### src/rtl/async_fifo_write_arbiter.sv
// async_fifo_write_arbiter
//   Round-robin arbiter that merges NUM_REQ ready/valid requesters into the
//   write port of an asynchronous FIFO (write-clock domain). A requester is
//   granted for a burst of up to MAX_BURST beats. Every burst is followed by
//   one IDLE cycle, which also serves as the arbitration cycle.
// Ports:
//   clk, rst        write-side clock, asynchronous active-high reset
//   req_valid       per-requester beat offer
//   req_data        requester i data at [i*BITS +: BITS]
//   req_ready       per-requester accept (only the owner, only when not full)
//   p_write_full    FIFO full flag (stalls the burst)
//   p_write_en      FIFO write strobe
//   p_write_data    FIFO write data (0 in IDLE)
//   p_grant_id      owner in GRANT, last owner in IDLE
//   p_grant_active  1 while in GRANT
//   p_beats_total   accepted beat count, wraps modulo 2^16
module async_fifo_write_arbiter #(
  parameter int BITS      = 32,
  parameter int NUM_REQ   = 4,
  parameter int MAX_BURST = 4
) (
  input  logic                      clk,
  input  logic                      rst,
  input  logic [NUM_REQ-1:0]        req_valid,
  input  logic [NUM_REQ*BITS-1:0]   req_data,
  output logic [NUM_REQ-1:0]        req_ready,
  input  logic                      p_write_full,
  output logic                      p_write_en,
  output logic [BITS-1:0]           p_write_data,
  output logic [$clog2(NUM_REQ)-1:0] p_grant_id,
  output logic                      p_grant_active,
  output logic [15:0]               p_beats_total
);

  localparam int IW = $clog2(NUM_REQ);
  localparam int BW = (MAX_BURST > 1) ? $clog2(MAX_BURST) : 1;
  localparam logic [IW-1:0] LAST_ID  = IW'(NUM_REQ - 1);
  localparam logic [BW-1:0] BEAT_MAX = BW'(MAX_BURST - 1);

  typedef enum logic {IDLE, GRANT} state_t;

  state_t          state, state_nxt;
  logic [IW-1:0]   owner, last_owner, sel_id;
  logic [BW-1:0]   beat_cnt;
  logic [15:0]     beats_total;
  logic            owner_valid;
  logic [BITS-1:0] owner_data;
  logic            accept;

  // Round-robin pick: lowest valid index above last_owner wins; otherwise
  // wrap to the lowest valid index at or below it. Loops run descending so
  // the final assignment is the smallest matching index in each pass.
  always_comb begin
    sel_id = last_owner;
    for (int unsigned i = NUM_REQ; i > 0; i--) begin
      if (req_valid[i-1] && (IW'(i-1) <= last_owner)) sel_id = IW'(i-1);
    end
    for (int unsigned i = NUM_REQ; i > 0; i--) begin
      if (req_valid[i-1] && (IW'(i-1) > last_owner)) sel_id = IW'(i-1);
    end
  end

  always_comb begin
    owner_valid = 1'b0;
    owner_data  = '0;
    for (int unsigned i = 0; i < NUM_REQ; i++) begin
      if (owner == IW'(i)) begin
        owner_valid = req_valid[i];
        owner_data  = req_data[i*BITS +: BITS];
      end
    end
  end

  assign accept = (state == GRANT) && !p_write_full && owner_valid;

  // State and datapath registers
  always_ff @(posedge clk or posedge rst) begin
    if (rst) begin
      state       <= IDLE;
      owner       <= LAST_ID;
      last_owner  <= LAST_ID;
      beat_cnt    <= '0;
      beats_total <= '0;
    end else begin
      state <= state_nxt;
      if (state == IDLE) begin
        if (|req_valid) begin
          owner    <= sel_id;
          beat_cnt <= '0;
        end
      end else begin
        if (accept) beat_cnt <= beat_cnt + BW'(1);
        if (state_nxt == IDLE) last_owner <= owner;
      end
      if (accept) beats_total <= beats_total + 16'd1;
    end
  end

  // Next-state logic
  always_comb begin
    state_nxt = state;
    case (state)
      IDLE:    if (|req_valid) state_nxt = GRANT;
      GRANT:   if ((accept && (beat_cnt == BEAT_MAX)) || !owner_valid) state_nxt = IDLE;
      default: state_nxt = IDLE;
    endcase
  end

  // Outputs
  always_comb begin
    req_ready = '0;
    if ((state == GRANT) && !p_write_full) begin
      for (int unsigned i = 0; i < NUM_REQ; i++) begin
        req_ready[i] = (owner == IW'(i));
      end
    end
    p_write_en     = accept;
    p_write_data   = (state == GRANT) ? owner_data : '0;
    p_grant_id     = (state == GRANT) ? owner : last_owner;
    p_grant_active = (state == GRANT);
    p_beats_total  = beats_total;
  end

endmodule

### config.mk
export PLATFORM = sky130hd
export DESIGN_NAME = async_fifo_write_arbiter
export DESIGN_NICKNAME = d
export VERILOG_FILES = /design/src/rtl/async_fifo_write_arbiter.sv
export SDC_FILE = /design/constraint.sdc
export NUM_CORES = 1
export LEC_CHECK = 0
export BUFFER_PORTS_ARGS = -buffer_cell sky130_fd_sc_hd__buf_2
export CAP_MARGIN = 20
export CORE_MARGIN = 5
export CORE_UTILIZATION = 40
export CTS_BUF_LIST = sky130_fd_sc_hd__clkbuf_8
export CTS_CLUSTER_DIAMETER = 60
export DETAILED_ROUTE_END_ITERATION = 12
export PLACE_DENSITY = 0.9
export SETUP_SLACK_MARGIN = 0.05
export SYNTH_ARGS = -nofsm -noshare
export SYNTH_HDL_FRONTEND = slang
export SYNTH_SLANG_ARGS = --single-unit
export TNS_END_PERCENT = 1
### constraint.sdc
create_clock -name clk -period 4.9 [get_ports clk]
set_clock_uncertainty 0.1 [all_clocks]
set_input_delay 0.245 -clock clk [delete_from_list [all_inputs] [get_ports clk]]
set_output_delay 0.245 -clock clk [all_outputs]
set_load 0.05 [all_outputs]
==> impl_metrics.json, run 1 <==
{
  "timing.max_slew.rel_slack_pct": 33.2,
  "timing.reg2reg.setup_slack_ps": 2250,
  "finish.net_count": 507,
  "clk_transition_reported_paths_ps": 80,
  "cts.repair_timing.setup_buffer_count": 0,
  "timing_worst_slew_pin_value_ps": 1000,
  "area_growth_syn_to_layout_pct": 47.4,
  "dp.cells": 435,
  "cell_variety_after_synth": 34,
  "netlist_area_mm2": 0.00216,
  "power.density_cell_area_mw_per_mm2": 672,
  "ant_nets": 0,
  "cts_resized": 0,
  "irDropWorstVdd_uv": 397,
  "place.detailed.hpwl_mm": 6.62,
  "status": "completed",
  "mappedNetlistNets": 325,
  "routed_wire_length_per_instance_um": 17.8,
  "die_width_um": 83.5,
  "cts_tree": "built",
  "grt.overflow.total": 0,
  "antenna_found_initial": 0,
  "total_die_area_mm2": 0.00697,
  "drt_pass1_iterations": 6,
  "crit_path_start_kind": "flip-flop",
  "drv_cap": 0,
  "vias_after_detailed_routing": 2337,
  "setup_viol": 0,
  "cts.sink_count": 23,
  "detail_route.iter0.violations": 84,
  "total_negative_slack_for_setup_checks_ps": 0,
  "core_mm2": 0.00517,
  "hold_path_class": "primary input to asynchronous set/reset pin",
  "worst_skew_pair.late_latency_ps": 270,
  "critical_path_peak_fanout": 40,
  "cts_inserted_buffers": 3,
  "n_antenna_cell": 0,
  "timing.critical_path.to_type": "output port",
  "final_critical_path_setup_slack_ps": 1930,
  "rsz0062_at_grt": "false",
  "whs_ps": 38.3,
  "synth_warnings": 0,
  "cp.required_ps": 4550,
  "vias_per_std_cell": 5.32,
  "timing.final.hold_violations": 0,
  "io-pin-count": 191,
  "floorplan.initialDensity_pct": 41.8,
  "grt_usage_pct": 21.9,
  "cts_max_path_buffers": 2,
  "htreeDepth": 1,
  "grt_pass1_vias": 2415,
  "synth_commonest_cells": "and2_1 (33), mux4_2 (33), dfrtp_1 (19)",
  "async_reset_ff_share_pct": 100,
  "final.period_utilization_pct": 60.5,
  "synthesis.instances": 188,
  "cts_root_buf": "clkbuf_8",
  "route.detailed.drc": 0,
  "upper_clock_frequency_limit_ghz": 0.337,
  "final-max-slew-violation-count": 0,
  "seq_area_frac_synth_pct": 26.9,
  "synth_top_cell_area_share_pct": 34.4,
  "critical_path_class": "flip-flop to output port",
  "gpl.final_weighted_congestion": 0.983,
  "cts.hold.buffers_added": 0,
  "synth-edff-count": 0,
  "die_y_um": 83.5,
  "postSynthRegisterBits": 23,
  "final_cell_count_no_fill": 439,
  "synth.avg_cell_area_um2": 11.5,
  "grt_first_pass_wirelength_mm": 12.3,
  "cell_types_occupying_the_most_area_after_synthesis": "mux4_2 (34%), dfrtp_1 (22%), and2_1 (9.6%)",
  "postSynth.topFlopCell": "dfrtp_1",
  "finalPower_w": 0.00214,
  "place.port_buffers": 190,
  "pin_count_of_the_biggest_net_entering_global_routing": 43,
  "synth_largest_area_cell": "mux4_2",
  "min_period_ps": 2970,
  "final_layout_size_suffix_gt1_share_pct": 65.0,
  "row_count": 26,
  "arrival_time_of_data_at_the_critical_path_endpoint_ps": 2620,
  "finalWirelength_mm": 7.82,
  "pre_cts_slack_ps": 2220,
  "power.static_leakage_nw": 1.65
}
==> cells in the final DEF (no fill, tap or decap) <==
cell	Yosys	layout
nand2b_1	3	3
nor2b_1	1	1
ha_1	2	2
nor2_1	7	7
nor4_1	1	1
xor2_1	6	6
nand4_1	3	3
o21ai_0	7	7
dfstp_2	4	4
a21boi_1	1	1
buf_4	1	1
dfrtp_1	19	19
nor3_1	4	4
mux2_4	1	1
and4_1	3	3
nand2_1	10	10
clkinv_2	0	1
a21oi_1	3	3
mux4_2	33	33
nor3b_1	1	1
buf_2	4	190
nand3_1	6	6
inv_1	5	5
and3_1	2	2
and2_1	33	33
nor4_2	1	1
xnor2_1	9	9
mux2_2	4	4
clkbuf_8	0	3
a31o_2	2	2
and4b_1	1	1
a221oi_1	1	1
and3b_1	1	1
==> cell families (layout without fill, tap and decap cells) <==
logic type	count (synthesis)	count (layout)	synth area share [%]
and+or+nand+nor	77	77	20.7
muxes	38	38	37.2
DFF	23	23	26.9
buffers and inverters	19	200	4.06
xor gates and xnor gates	15	15	6.08
AOI/OAI and AO/OA	14	14	3.88
adders and majority gates	2	2	1.16
==> path summary, 6_finish.rpt <==
| kind | from | endpoint | depth (start not counted) |
|---|---|---|---|
| max in group asynchronous | rst | p_grant_active | 2 |
| setup / recovery | owner[1] | p_write_en | 3 |
| min in group clk | req_valid[3] | owner[0] | 3 |
| hold / removal | rst | p_beats_total[15] | 2 |
| setup reg to reg | owner[1] | p_beats_total[1] | 3 |
| hold reg to reg | p_beats_total[15] | p_beats_total[15] | 1 |
==> sequential cells by signal, indices dropped and copies added, names as in the netlist <==
name and count:
p_beats_total 16, beat_cnt 2, last_owner 2, owner 2, p_grant_active 1
==> metrics by stage <==
step	cell area [um^2]	util, %
5_1_grt	3180	61.5
3_5_place_dp	3140	60.6
2_1_floorplan	2160	-
6_report	3180	61.5
3_3_place_gp	3140	60.6
4_1_cts	3180	61.5
==> cell type report <==
cell class	instances	area, um^2
Sequential cell	23	581
Clock inverter	1	5.00
Fill cell	442	1990
Inverter	5	18.8
Clock buffer	3	41.3
Multi-Input combinational cell	146	1490
Timing Repair Buffer	191	958
Tap cell	70	87.6
==> worst max-delay path, stage by stage (launching register included) <==
cell     delay, ps
dfstp_2       1100
mux4_2         710
and2_1         300
buf_2          250
==> metal layers <==
metal / share of wire (%) / global-route usage, % / wire length, um / up-vias
li1: - / - / - / 1068
met1: 38 / 25.7 / 2970 / 1126
met2: 53 / 40.7 / 4110 / 129
met3: 7.2 / 3.55 / 564 / 14
met4: 2.2 / 7.02 / 175 / 0
met5: 0 / 0 / 0 / -
==> power breakdown <==
group / leakage, nW / switching, W / internal, W
logic: 1.33 / 0.00101 / 0.000578
registers: 0.291 / 0.000179 / 0.000255
clock network: 0.0255 / 0.0000598 / 0.0000568
total: 1.65 / 0.00125 / 0.000890
Note: power is estimated with default switching activity, not from simulation.
==> run 2, diff against run 1 <==
--- a/config.mk
+++ b/config.mk
@@ -8,11 +8,11 @@
 export BUFFER_PORTS_ARGS = -buffer_cell sky130_fd_sc_hd__buf_2
 export CAP_MARGIN = 20
 export CORE_MARGIN = 5
-export CORE_UTILIZATION = 40
+export CORE_UTILIZATION = 35
 export CTS_BUF_LIST = sky130_fd_sc_hd__clkbuf_8
 export CTS_CLUSTER_DIAMETER = 60
 export DETAILED_ROUTE_END_ITERATION = 12
-export PLACE_DENSITY = 0.9
+export PLACE_DENSITY = 0.83
 export SETUP_SLACK_MARGIN = 0.05
 export SYNTH_ARGS = -nofsm -noshare
 export SYNTH_HDL_FRONTEND = slang
==> constraint.sdc (replaced) <==
create_clock -name clk -period 2.5 [get_ports clk]
set_clock_uncertainty 0.1 [all_clocks]
set_input_delay 0.125 -clock clk [delete_from_list [all_inputs] [get_ports clk]]
set_output_delay 0.125 -clock clk [all_outputs]
set_load 0.05 [all_outputs]
==> run 2 against run 1 <==
- via count increased by 0.68%
- non-clock buffer count increased by 5
- clock-buffer cell count unchanged
- total power increased by 100%
- utilization decreased by 6.9 points
- sequential share of layout area decreased by 0.41 points
- worst setup slack got worse by 1700 ps
- global-route usage decreased by 2.8 points
- cell area increased by 2.3%
- sequential cell count unchanged
- worst hold slack improved by 140 ps
- first-iteration DRC count increased by 45%
==> impl_metrics.json, run 2 (synthesis results as in run 1) <==
{
  "cp.required_ps": 2280,
  "route.detailed.drc": 0,
  "row_count": 28,
  "grt_usage_pct": 19.1,
  "final.period_utilization_pct": 92.1,
  "detail_route.iter0.violations": 122,
  "final_core_util_pct": 54.7,
  "total_negative_slack_for_setup_checks_ps": 0,
  "status": "completed",
  "gpl.final_weighted_congestion": 0.850,
  "area_growth_syn_to_layout_pct": 50.8,
  "design_area_final_mm2": 0.00326,
  "power.density_cell_area_mw_per_mm2": 1310,
  "arrival_time_of_data_at_the_critical_path_endpoint_ps": 2080,
  "io-pin-count": 191,
  "timing.max_slew.rel_slack_pct": 42.5,
  "routed_wire_length_per_instance_um": 17.4,
  "die_y_um": 88.6,
  "hold_path_class": "primary input to flip-flop",
  "place.port_buffers": 190,
  "largest_reg_flops": 16,
  "setup_viol": 0,
  "upper_clock_frequency_limit_ghz": 0.434,
  "final_layout_size_suffix_gt1_share_pct": 65.0,
  "place.detailed.hpwl_mm": 6.66,
  "worst_skew_pair.late_latency_ps": 260,
  "cts.repair_timing.setup_buffer_count": 0,
  "place_area_mm2": 0.00320,
  "cts_tree": "built",
  "layout_common_cells": "buf_2 (190), mux4_2 (33), and2_1 (33)",
  "pin_count_of_the_biggest_net_entering_global_routing": 42,
  "timing.final.hold_violations": 0,
  "clk_transition_reported_paths_ps": 80,
  "timing_worst_slew_pin_value_ps": 861,
  "crit_path_start_kind": "flip-flop",
  "grt.overflow.total": 0,
  "htreeDepth": 1,
  "power.static_leakage_nw": 1.68,
  "grt_first_pass_wirelength_mm": 11.7,
  "finalWirelength_mm": 7.84,
  "critical_path_class": "flip-flop to output port",
  "layout_commonest_cell": "buf_2",
  "cts_root_buf": "clkbuf_8",
  "total_die_area_mm2": 0.00784,
  "irDropWorstVdd_uv": 900,
  "finish.net_count": 512,
  "rsz0062_at_grt": "false",
  "cts_inserted_buffers": 3,
  "drt_pass1_iterations": 4,
  "drv_cap": 0,
  "vias_after_detailed_routing": 2353,
  "vias_per_std_cell": 5.23,
  "cts_max_path_buffers": 2,
  "ant_nets": 0,
  "core_mm2": 0.00596,
  "final_critical_path_setup_slack_ps": 197,
  "cts.sink_count": 23,
  "min_period_ps": 2300,
  "antenna_found_initial": 1,
  "timing.critical_path.to_type": "output port",
  "floorplan.initialDensity_pct": 36.3,
  "critical_path_peak_fanout": 11,
  "pre_cts_slack_ps": 476,
  "die_width_um": 88.6,
  "final-max-slew-violation-count": 0,
  "grt_pass1_vias": 2518,
  "n_fill_cell": 545
}
[run 2: cell count changes in the layout (fill, tap and decap cells not counted)]
cell,previous run,this run
buf_12,0,2
buf_4,1,3
clkinv_2,1,0
diode_2,0,1
dlygate4sd3_1,0,1
inv_1,5,6
[run 2: what timing repair did]
action | CTS | global route
gates resized for setup | 0 | 0
hold endpoints to repair | 19 | 0
hold buffers | 1 | 0
[run 2: metrics by stage]
step	total power [W]	cells	hold slack (ps)
after floorplan	0.00333	188	24.0
after global placement	0.00401	444	230
after detailed placement	0.00409	444	246
after CTS	0.00432	449	167
after global routing	0.00452	450	193
final	0.00427	450	177
[run 2: worst paths after layout]
kind                                           to  cells after the start         startpoint  slack, ps
worst max-delay path             p_write_data[22]                      4           owner[0]        200
worst min-delay path                     owner[0]                      3       req_valid[3]        180
worst max register to register   p_beats_total[1]                      3           owner[0]        460
worst min register to register  p_beats_total[15]                      1  p_beats_total[15]        370
max in group asynchronous          p_grant_active                      3                rst       1290
min in group asynchronous       p_beats_total[11]                      3                rst        480
[run 2: worst max-delay path, stage by stage, from the launching register on]
cell and delay (ps):
dfstp_2 700, buf_4 230, mux4_2 500, and2_1 170, buf_2 210
[run 2: power breakdown]
| part | switching [W] | internal, W | total, W | leakage (nW) |
|---|---|---|---|---|
| clock | 0.000112 | 0.000110 | 0.000221 | 0.0269 |
| combinational | 0.00220 | 0.00121 | 0.00341 | 1.37 |
| sequential | 0.000139 | 0.000497 | 0.000636 | 0.291 |
[run 2: layout make-up]
cell class	instances	area, um^2	area share (%)
antenna	1	2.50	0.0769
clock buffer	3	41.3	1.27
clock inverter	1	3.75	0.115
inverter	5	18.8	0.576
multi-input combinational	146	1490	45.8
sequential	23	581	17.8
tap	75	93.8	2.88
timing repair buffer	196	1020	31.4
[run 2: per-layer routing]
metal  wire length (um)  share of wire (%)  GRT usage [%]  vias up
li1                   -                  -              -     1076
met1               2720                 35           20.3     1131
met2               4050                 52           36.3      121
met3                717                9.1           3.45       25
met4                359                4.6           9.07        0
met5                  0                  0              0        -
==> run 3, diff against run 2 <==
--- a/config.mk
+++ b/config.mk
@@ -9,7 +9,7 @@
 export CAP_MARGIN = 20
 export CORE_MARGIN = 5
 export CORE_UTILIZATION = 35
-export CTS_BUF_LIST = sky130_fd_sc_hd__clkbuf_8
+export CTS_BUF_LIST = sky130_fd_sc_hd__clkbuf_4 sky130_fd_sc_hd__clkbuf_8
 export CTS_CLUSTER_DIAMETER = 60
 export DETAILED_ROUTE_END_ITERATION = 12
 export PLACE_DENSITY = 0.83
==> run 3 against run 2 <==
- cell area up 0.12%
- fmax barely moved
- via count stayed put
- non-clock buffer count unchanged
- global-route usage stayed put
- clock power grew 7%
- sequential power hardly changed
- worst hold slack is essentially flat
- sequential cell count unchanged
- critical endpoint unchanged
- largest cell class unchanged
- largest power group unchanged
==> impl_metrics.json, run 3 (synthesis results as in run 1) <==
{
  "status": "completed",
  "design_area_final_mm2": 0.00326,
  "final_core_util_pct": 54.7,
  "cts.sink_count": 23,
  "layout_commonest_cell": "buf_2",
  "cts_max_path_buffers": 2,
  "layout_common_cells": "buf_2 (190), mux4_2 (33), and2_1 (33)",
  "finish.net_count": 512,
  "arrival_time_of_data_at_the_critical_path_endpoint_ps": 2080,
  "critical_path_peak_fanout": 11,
  "clk_transition_reported_paths_ps": 80,
  "die_y_um": 88.6,
  "crit_path_start_kind": "flip-flop",
  "drt_pass1_iterations": 4,
  "core_mm2": 0.00596,
  "worst_skew_pair.late_latency_ps": 260,
  "cts_root_buf": "clkbuf_8",
  "total_negative_slack_for_setup_checks_ps": 0,
  "detail_route.iter0.violations": 122,
  "row_count": 28,
  "timing_worst_slew_pin_value_ps": 861,
  "floorplan.initialDensity_pct": 36.3,
  "r2r_cells": 3,
  "htreeDepth": 1,
  "grt_first_pass_wirelength_mm": 11.7,
  "p_int_w": 0.00183,
  "final.period_utilization_pct": 92.1,
  "timing.critical_path.to_type": "output port",
  "finalPower_w": 0.00428,
  "rsz0062_at_grt": "false",
  "gpl.final_weighted_congestion": 0.850,
  "cts_inserted_buffers": 3,
  "crit_slowest_cell": "dfstp_2",
  "place_area_mm2": 0.00320,
  "timing.max_slew.rel_slack_pct": 42.5,
  "place.port_buffers": 190,
  "cts.repair_timing.setup_buffer_count": 0,
  "hold_path_class": "primary input to flip-flop",
  "place.detailed.hpwl_mm": 6.66,
  "drv_cap": 0,
  "finalWirelength_mm": 7.84,
  "n_fill_cell": 543,
  "critical_path_class": "flip-flop to output port",
  "min_period_ps": 2300,
  "final_layout_size_suffix_gt1_share_pct": 65.2,
  "max_stage_delay_ps": 700,
  "timing.hold.worst_path_depth": 3,
  "sequential_power_share_pct": 14.9,
  "cts_resized": 0,
  "route.detailed.drc": 0,
  "setup_viol": 0,
  "routed_wire_length_per_instance_um": 17.4,
  "crit_chain": "buf_4 > mux4_2 > and2_1 > buf_2",
  "power.static_leakage_nw": 1.68,
  "ant_nets": 0,
  "p_clk_share_pct": 5.5,
  "vias_per_std_cell": 5.23,
  "final-max-slew-violation-count": 0,
  "irDropWorstVdd_uv": 900,
  "power.net_switching_w": 0.00245,
  "power.density_cell_area_mw_per_mm2": 1310,
  "die_width_um": 88.6,
  "io-pin-count": 191,
  "vias_after_detailed_routing": 2353,
  "largest_reg_flops": 16,
  "cts_tree": "built",
  "cp.required_ps": 2280,
  "upper_clock_frequency_limit_ghz": 0.434,
  "grt.overflow.total": 0,
  "switching_share_pct": 57.3,
  "grt_pass1_vias": 2518,
  "area_growth_syn_to_layout_pct": 50.9,
  "total_die_area_mm2": 0.00784,
  "pin_count_of_the_biggest_net_entering_global_routing": 42,
  "timing.final.hold_violations": 0,
  "comb_power_share_pct": 79.6,
  "grt_usage_pct": 19.1,
  "antenna_found_initial": 1
}
[run 3: cell types whose count changed in the layout (fill, tap and decap cells not counted)]
cell	before	now
clkbuf_4	0	1
inv_1	6	5
[run 3: worst max-delay path, delay by kind of cell, from the launching register on]
| kind | cells | cell delay (ps) |
|---|---|---|
| buffers and inverters | 2 | 440 |
| DFF | 1 | 700 |
| muxes | 1 | 500 |
| and+or+nand+nor | 1 | 170 |
[run 3: path summary, 6_finish.rpt]
check	start	endpoint	slack [ps]
max in group asynchronous	rst	p_grant_active	1290
setup / recovery	owner[0]	p_write_data[22]	200
min in group asynchronous	rst	p_beats_total[7]	480
hold reg to reg	p_beats_total[15]	p_beats_total[15]	370
hold / removal	req_valid[3]	owner[0]	180
setup reg to reg	owner[0]	p_beats_total[1]	460
[run 3: power groups by stage]
| stage | clock network, W | registers [W] | logic [W] |
|---|---|---|---|
| 3_3_place_gp | 0 | 0.000628 | 0.00339 |
| 6_report | 0.000236 | 0.000636 | 0.00341 |
| 3_5_place_dp | 0 | 0.000638 | 0.00345 |
| 5_1_grt | 0.000264 | 0.000656 | 0.00362 |
| 4_1_cts | 0.000243 | 0.000635 | 0.00346 |
| 2_1_floorplan | 0 | 0.000768 | 0.00256 |
[run 3: repair_timing]
| item | in CTS | in global routing |
|---|---|---|
| hold endpoints to repair | 19 | 0 |
| setup endpoints to repair | 0 | 0 |
| hold buffers | 1 | 0 |
[run 3: cell type report]
cell class              instances  area (um^2)  area share (%)
flip-flops and latches         23          581            17.8
well taps                      75         93.8            2.88
multi-input cells             146         1490            45.8
inverters                       5         18.8           0.576
repair buffers                196         1020            31.4
diodes                          1         2.50          0.0768
clock buffers                   4         48.8            1.50
[run 3: per-stage QoR]
stage,hold WS (ps),setup WS [ps],instances
detailed placement,246,476,444
global route,193,123,450
floorplan,24.0,101,188
finish,177,197,450
CTS,167,189,449
global placement,230,504,444
[run 3: layer usage]
metal | GRT usage [%] | part of all wire [%]
met3 | 3.45 | 9.1
met4 | 9.07 | 4.6
met1 | 20.3 | 35
met2 | 36.3 | 52
met5 | 0 | 0
